`src/rtl/bemf_sample_seq.sv`:
```
// Back-EMF sample sequencer: sweeps enabled motors, takes high/low ADC samples per motor,
// issues them to the bemf update pipeline and stores the integrated result per motor.
module bemf_sample_seq #(
    parameter logic [7:0] ADC_TIMEOUT = 8'd255,
    parameter logic [3:0] CH_BASE     = 4'd0
) (
    input  logic        clk,
    input  logic        reset_n,
    input  logic        sample_tick,
    input  logic [3:0]  mot_en,
    input  logic [3:0]  bemf_clear,
    output logic        adc_req,
    output logic [3:0]  adc_chan,
    input  logic        adc_ack,
    input  logic [9:0]  adc_data,
    output logic [9:0]  upd_adc_h,
    output logic [9:0]  upd_adc_l,
    output logic [1:0]  upd_mot_sel,
    output logic        upd_in_valid,
    output logic [21:0] upd_bemf_in,
    input  logic        upd_out_valid,
    input  logic [1:0]  upd_mot_sel_out,
    input  logic [21:0] upd_bemf_out,
    output logic [21:0] bemf0,
    output logic [21:0] bemf1,
    output logic [21:0] bemf2,
    output logic [21:0] bemf3,
    output logic        busy,
    output logic        overrun,
    output logic        adc_timeout_err
);

    typedef enum logic [2:0] {
        StIdle, StReqH, StWaitH, StReqL, StWaitL, StIssue, StWaitRes, StNext
    } state_e;

    state_e      state_q;
    logic [3:0]  mask_q;
    logic [1:0]  cur_q;
    logic [7:0]  tmo_q;
    logic [9:0]  samp_h_q;
    logic        pending_q;
    logic [3:0]  clr_fl_q;
    logic [21:0] acc_q [4];

    logic [1:0]  first_mot;
    logic [1:0]  next_mot;
    logic        next_found;
    logic [3:0]  ch_h;
    logic        wb_hit;

    // Descending scan so the lowest qualifying motor wins.
    always_comb begin
        first_mot  = '0;
        next_mot   = '0;
        next_found = 1'b0;
        for (int i = 3; i >= 0; i--) begin
            if (mot_en[i]) first_mot = 2'(i);
            if (mask_q[i] && (i > int'(cur_q))) begin
                next_found = 1'b1;
                next_mot   = 2'(i);
            end
        end
    end

    assign ch_h   = CH_BASE + {1'b0, cur_q, 1'b0};
    assign wb_hit = upd_out_valid && (upd_mot_sel_out == cur_q);

    always_ff @(posedge clk or negedge reset_n) begin
        if (!reset_n) begin
            state_q         <= StIdle;
            mask_q          <= '0;
            cur_q           <= '0;
            tmo_q           <= '0;
            samp_h_q        <= '0;
            pending_q       <= 1'b0;
            clr_fl_q        <= '0;
            adc_req         <= 1'b0;
            adc_chan        <= '0;
            upd_adc_h       <= '0;
            upd_adc_l       <= '0;
            upd_mot_sel     <= '0;
            upd_in_valid    <= 1'b0;
            upd_bemf_in     <= '0;
            busy            <= 1'b0;
            overrun         <= 1'b0;
            adc_timeout_err <= 1'b0;
            for (int m = 0; m < 4; m++) acc_q[m] <= '0;
        end else begin
            upd_in_valid <= 1'b0;
            if (sample_tick && (state_q != StIdle)) begin
                overrun   <= 1'b1;
                pending_q <= 1'b1;
            end
            unique case (state_q)
                StIdle: begin
                    if (sample_tick || pending_q) begin
                        pending_q <= 1'b0;
                        if (mot_en != 4'd0) begin
                            mask_q  <= mot_en;
                            cur_q   <= first_mot;
                            busy    <= 1'b1;
                            state_q <= StReqH;
                        end
                    end
                end
                StReqH: begin
                    adc_req  <= 1'b1;
                    adc_chan <= ch_h;
                    tmo_q    <= '0;
                    state_q  <= StWaitH;
                end
                StWaitH: begin
                    if (adc_ack) begin
                        samp_h_q <= adc_data;
                        adc_req  <= 1'b0;
                        state_q  <= StReqL;
                    end else if (tmo_q + 8'd1 == ADC_TIMEOUT) begin
                        adc_req         <= 1'b0;
                        adc_timeout_err <= 1'b1;
                        state_q         <= StNext;
                    end else begin
                        tmo_q <= tmo_q + 8'd1;
                    end
                end
                StReqL: begin
                    adc_req  <= 1'b1;
                    adc_chan <= ch_h + 4'd1;
                    tmo_q    <= '0;
                    state_q  <= StWaitL;
                end
                StWaitL: begin
                    if (adc_ack) begin
                        adc_req         <= 1'b0;
                        upd_in_valid    <= 1'b1;
                        upd_adc_h       <= samp_h_q;
                        upd_adc_l       <= adc_data;
                        upd_mot_sel     <= cur_q;
                        upd_bemf_in     <= acc_q[cur_q];
                        clr_fl_q[cur_q] <= 1'b0;
                        state_q         <= StIssue;
                    end else if (tmo_q + 8'd1 == ADC_TIMEOUT) begin
                        adc_req         <= 1'b0;
                        adc_timeout_err <= 1'b1;
                        state_q         <= StNext;
                    end else begin
                        tmo_q <= tmo_q + 8'd1;
                    end
                end
                StIssue: begin
                    state_q <= StWaitRes;
                end
                StWaitRes: begin
                    if (wb_hit) begin
                        if (!clr_fl_q[cur_q]) acc_q[cur_q] <= upd_bemf_out;
                        state_q <= StNext;
                    end
                end
                StNext: begin
                    if (next_found) begin
                        cur_q   <= next_mot;
                        state_q <= StReqH;
                    end else begin
                        busy    <= 1'b0;
                        state_q <= StIdle;
                    end
                end
            endcase
            // Placed last so a clear overrides a same-cycle writeback and marks the sample stale.
            for (int m = 0; m < 4; m++) begin
                if (bemf_clear[m]) begin
                    acc_q[m]    <= '0;
                    clr_fl_q[m] <= 1'b1;
                end
            end
        end
    end

    assign bemf0 = acc_q[0];
    assign bemf1 = acc_q[1];
    assign bemf2 = acc_q[2];
    assign bemf3 = acc_q[3];

endmodule
```
`config.mk`:
```
export PLATFORM = sky130hd
export DESIGN_NAME = bemf_sample_seq
export DESIGN_NICKNAME = d
export VERILOG_FILES = /design/src/rtl/bemf_sample_seq.sv
export SDC_FILE = /design/constraint.sdc
export NUM_CORES = 1
export LEC_CHECK = 0
export CORE_MARGIN = 10
export CORE_UTILIZATION = 30
export CTS_BUF_LIST = sky130_fd_sc_hd__clkbuf_4
export CTS_CLUSTER_SIZE = 16
export DETAILED_ROUTE_END_ITERATION = 7
export GPL_TIMING_DRIVEN = 1
export SYNTH_ARGS = -nofsm -noshare
export SYNTH_HDL_FRONTEND = slang
export SYNTH_SLANG_ARGS = --single-unit
```
`constraint.sdc`:
```
create_clock -name clk -period 2.1 [get_ports clk]
set_input_delay 0.21 -clock clk [delete_from_list [all_inputs] [get_ports clk]]
set_output_delay 0.21 -clock clk [all_outputs]
set_load 0.005 [all_outputs]
```
# Yosys cells after proc, flatten, opt, wreduce, memory -nomap -nowiden
# Index checks and enable logic that the tools add are counted.
[word_totals]
register_bits = 173
input_bits = 47
elab_cells = 168
[classes]
n_addsub = 2
n_lt_le_gt_ge = 7
eq_ne = 21
mux = 61
bitwise = 4
reduce_logical = 49
[ops]
columns = ["operator", "n"]
rows = [
  ["$mux 88", 3],
  ["$mux 22", 7],
  ["$bwmux 88", 1],
  ["$bmux 22 s2", 1],
  ["$demux 22 s2", 1],
  ["$reduce_bool 2->1", 19],
  ["$pmux 3 s8", 1],
  ["$reduce_and 3->1", 8],
  ["$ne 2x2->1 const B", 11],
  ["$mux 1", 20],
  ["$mux 2", 10],
  ["$mux 3", 6],
  ["$mux 8", 2],
  ["$pmux 8 s2", 1],
  ["$reduce_and 2->1", 7],
  ["$eq 3x3->1 const B", 4],
  ["$add 8x1->8 const B", 1],
  ["$eq 8x8->1 const B", 1],
  ["$mux 4", 2],
  ["$pmux 4 s2", 1],
  ["$reduce_and 4->1", 2],
  ["$logic_and 1x1->1", 7],
  ["$eq 3x2->1 const B", 2],
  ["$add 3x1->4 const B", 1],
  ["22 further kinds", 25],
]

# Logic depth before layout (Yosys ltp)
[depth]
ltp_word = 10
ltp_mapped = 8
ltp_nobuf = 7

# Worst setup path before layout
# Ideal clock, no wire load.
[synth_path]
kind = "reg2reg"
startpoint = "reg cur_q[0]"
endpoint = "reg acc_q, in the netlist bemf3[10]"
setup_time_ps = 132
t_arrival_ps = 1908
t_required_ps = 1968
setup_slack_ps = 60
stages_incl_launch_ff = 9
n_path_buf = 3
period_less_slack_ps = 2040
cell_sequence = "dfrtp_1 -> buf_2 -> mux4_2 -> nor4_4 -> and4_1 -> buf_2 -> buf_6 -> mux2i_1 -> nor2_1"
[synth_via]
elab_chain_len = 10
[synth_rtl]
columns = ["element", "line_no", "rtl"]
rows = [
  ["start, declared", "39", "logic [1:0] cur_q;"],
  ["start signal, assigned", "101", "cur_q <= first_mot;"],
  ["start signal, assigned", "161", "cur_q <= next_mot;"],
  ["$not 2->3 (implied by the code)", "155", "if (!clr_fl_q[cur_q]) acc_q[cur_q] <= upd_bemf_out;"],
  ["$ge 3x3->1 (implied by the code) / $lt 3x1->1 (equally long branches)", "155", ""],
  ["$logic_and 1x1->1 (implied by the code)", "155", ""],
  ["$mux 22 (implied by the code)", "155", ""],
  ["$demux 22 s2", "155", ""],
  ["$bwmux 88", "155", ""],
  ["$mux 88", "155", ""],
  ["$mux 88", "154", "if (wb_hit) begin"],
  ["$mux 88", "95", "unique case (state_q)"],
  ["$mux 22", "171", "if (bemf_clear[m]) begin"],
  ["end signal, assigned by index", "155", ""],
  ["end, declared", "44", "logic [21:0] acc_q [4];"],
]
# Parallel ways exist; a longest one is shown, timed or not. The select of a mux whose other input is x is not followed.
# A chain may end at the register's enable or synchronous reset.

# Worst setup path after layout
[layout_path]
startpoint = "reg cur_q[0]"
endpoint = "reg acc_q, in the netlist bemf3[5]"
# The elaborated chain is that of the path after synthesis.

==> impl_metrics.tcl <==
set metrics [dict create \
    die_area_um2 32430 \
    syn_to_final_growth_pct 36.75 \
    syn_area_um2 7687 \
    via_per_inst 4.827 \
    clock_sinks 171 \
    grt_pass1_wl_um 36090 \
    reg2reg_to "bemf3[5]" \
    numPortBuffers 186 \
    cts_made_buffers 17 \
    initial_core_util 0.3053 \
    syn-instance-count 604 \
    synth_seq_cells 171 \
    r2r_start "cur_q[0]" \
    fp-row-count 58 \
    ios 188 \
    drive_above_1_share 0.1983 \
    design.final.nets 853 \
    path_clk_slew_ps 170 \
    synth_edf_count 0 \
    antenna_found_initial 1 \
    fmax_mhz 502.7 \
    finalSetupViolations 0 \
    dp_cells 1114 \
    min_period_ps 1989 \
    wirelength_um 22760 \
    grt_usage 0.1389 \
    p_leak_nw 4.842 \
    layout_common_cells "clkdlybuf4s50_1 (185), dfrtp_1 (169), nor2_1 (101), mux2i_1 (92), mux2_2 (58)" \
    first_iter_violations 302 \
    synth-seq-area-share 0.5566 \
    vias 5541 \
    drv_cap 0 \
    wl_per_cell_um 19.82 \
    critPathKind "reg2reg" \
    reg2reg_depth 6 \
    cts_tree "done" \
    setup_tns_ps 0 \
    regToRegSetupSlack_ps 110 \
    hold_violations 0 \
    worstSkewPairLatency_ps 560 \
    required_ps 2530 \
    gp_congestion 0.7352 \
    synth_async_sr_flop_share 1.000 \
    p_per_area_nw_per_um2 868.0 \
    dp_hpwl_um 15790 \
    synth_cell_types 49 \
    period_share 0.9473 \
    dieWidth_um 180.1 \
    synth_flop_cell "dfrtp_1" \
    final_common_cell "clkdlybuf4s50_1" \
    crit_start "cur_q[0]" \
    grt_overflow 0 \
    end_kind "register" \
    syn_nets 653 \
    synth.avg_cell_area_um2 12.73 \
    rsz0062_at_grt "false" \
    hp-class "in2async" \
    irDropWorstVdd_mv 0.4680 \
    grt_pass1_vias 5876 \
    skew_ps 33.91 \
    grt_max_degree 46 \
    maxSlewViolCount 0 \
    synth-warning-count 0 \
    drt.antenna.violating_nets 0 \
    cts_setup_buffers 0 \
    fp.dieH_um 180.1 \
    firstDrtPassIters 4 \
    clk_path_buf_depth 2 \
    route.detailed.drc 0 \
    status "completed" \
    root_buffer "clkbuf_4" \
    cp_max_fo 15 \
    ctsHtreeMaxLevel 4 \
    arrival_ps 2420 \
    core_area_um2 25180 \
    fin_cells 1148 \
    critPathLaunchType "register" \
]
## power by group
group | switching, W | internal, W | leakage, nW | total (W)
clock | 0.00125 | 0.000868 | 0.159 | 0.00212
combinational | 0.00137 | 0.00153 | 2.43 | 0.00291
sequential | 0.000317 | 0.00378 | 2.26 | 0.00410
## worst max-delay path, cell delays in order (launching register included)
cell	delay (ps)
dfrtp_2	440
mux4_2	530
nor4_4	170
and4_4	300
buf_12	190
mux2i_1	190
nor2_1	50
## per-stage QoR
| step | setup WS, ps | util | instance area, µm² | hold slack, ps | total power, W |
|---|---|---|---|---|---|
| 6_report | 110.7 | 0.4175 | 10510 | 141.1 | 0.009125 |
| 5_1_grt | 9.756 | 0.4175 | 10510 | 108.5 | 0.009685 |
| 4_1_cts | 71.05 | 0.4172 | 10510 | 97.69 | 0.009272 |
| 3_5_place_dp | 50.65 | 0.4041 | 10180 | 189.2 | 0.007116 |
| 3_3_place_gp | 80.52 | 0.4041 | 10180 | 192.7 | 0.007069 |
| 2_1_floorplan | 60.05 | - | 7687 | -85.59 | 0.005706 |
## state kept, by name (all words and copies together) (netlist names), 10 cells and up
name         cells
bemf0           22
bemf1           22
bemf2           22
bemf3           22
samp_h_q        10
upd_adc_h       10
upd_adc_l       10
upd_bemf_in     22
## how the worst max path moves through the flow
stage / endpoint / slack, ps / cells after the start
after floorplan: bemf3[10] / 60 / 8
final: bemf3[5] / 110 / 6
after global routing: bemf3[3] / 10 / 6
after detailed placement: bemf3[21] / 50 / 7
after CTS: bemf3[21] / 70 / 6
after global placement: bemf3[20] / 80 / 7
## routing by layer
layer | track usage | wire length, µm
met4 | 0.03675 | 258
met5 | 0 | 0
met3 | 0.04438 | 1382
met1 | 0.1735 | 10200
met2 | 0.2269 | 10910
## final cells by class
type	instances	area [µm²]
fill	2418	14670
sequential	171	4282
multi-input combinational	386	3226
timing repair buffer	221	2245
tap	330	412.9
clock inverter	14	183.9
clock buffer	18	135.1
inverter	7	26.28
antenna	1	2.502
## cell usage after synthesis (3+ instances only)
library cell	count	area (µm²)
buf_2	10	50.05
inv_1	7	26.28
mux4_2	23	518.0
nand2b_1	5	31.28
and2_1	3	18.77
a21oi_1	8	40.04
and3_1	4	25.02
o31ai_1	5	37.54
xor2_1	4	35.03
nand3_1	10	50.05
a21o_1	5	37.54
clkbuf_1	18	67.56
xnor2_1	3	26.28
nor2_1	101	379.1
mux2i_1	92	920.9
o21ai_0	13	65.06
nor3_1	3	15.01
mux2_2	58	653.1
nor2b_1	3	18.77
buf_1	9	33.78
nand2_1	14	52.55
dfrtp_1	171	4279
## repair_timing
item                                    in CTS  in global routing
endpoints found under the setup margin       0                  9
endpoints found under the hold margin      171                  0
hold buffers                                 1                  0
gates resized for setup                      0                  4
## cells by family after synthesis
| kind of cell | Yosys count | synth area share |
|---|---|---|
| mux | 173 | 0.2721 |
| other cells | 1 | 0.0004878 |
| xor+xnor | 7 | 0.007975 |
| buf+inv | 47 | 0.02702 |
| flops | 171 | 0.5566 |
| fa+ha+maj | 2 | 0.003255 |
| simple gates | 157 | 0.09294 |
| compound gates | 46 | 0.03955 |
No activity file was read; power rests on OpenSTA's default activity.
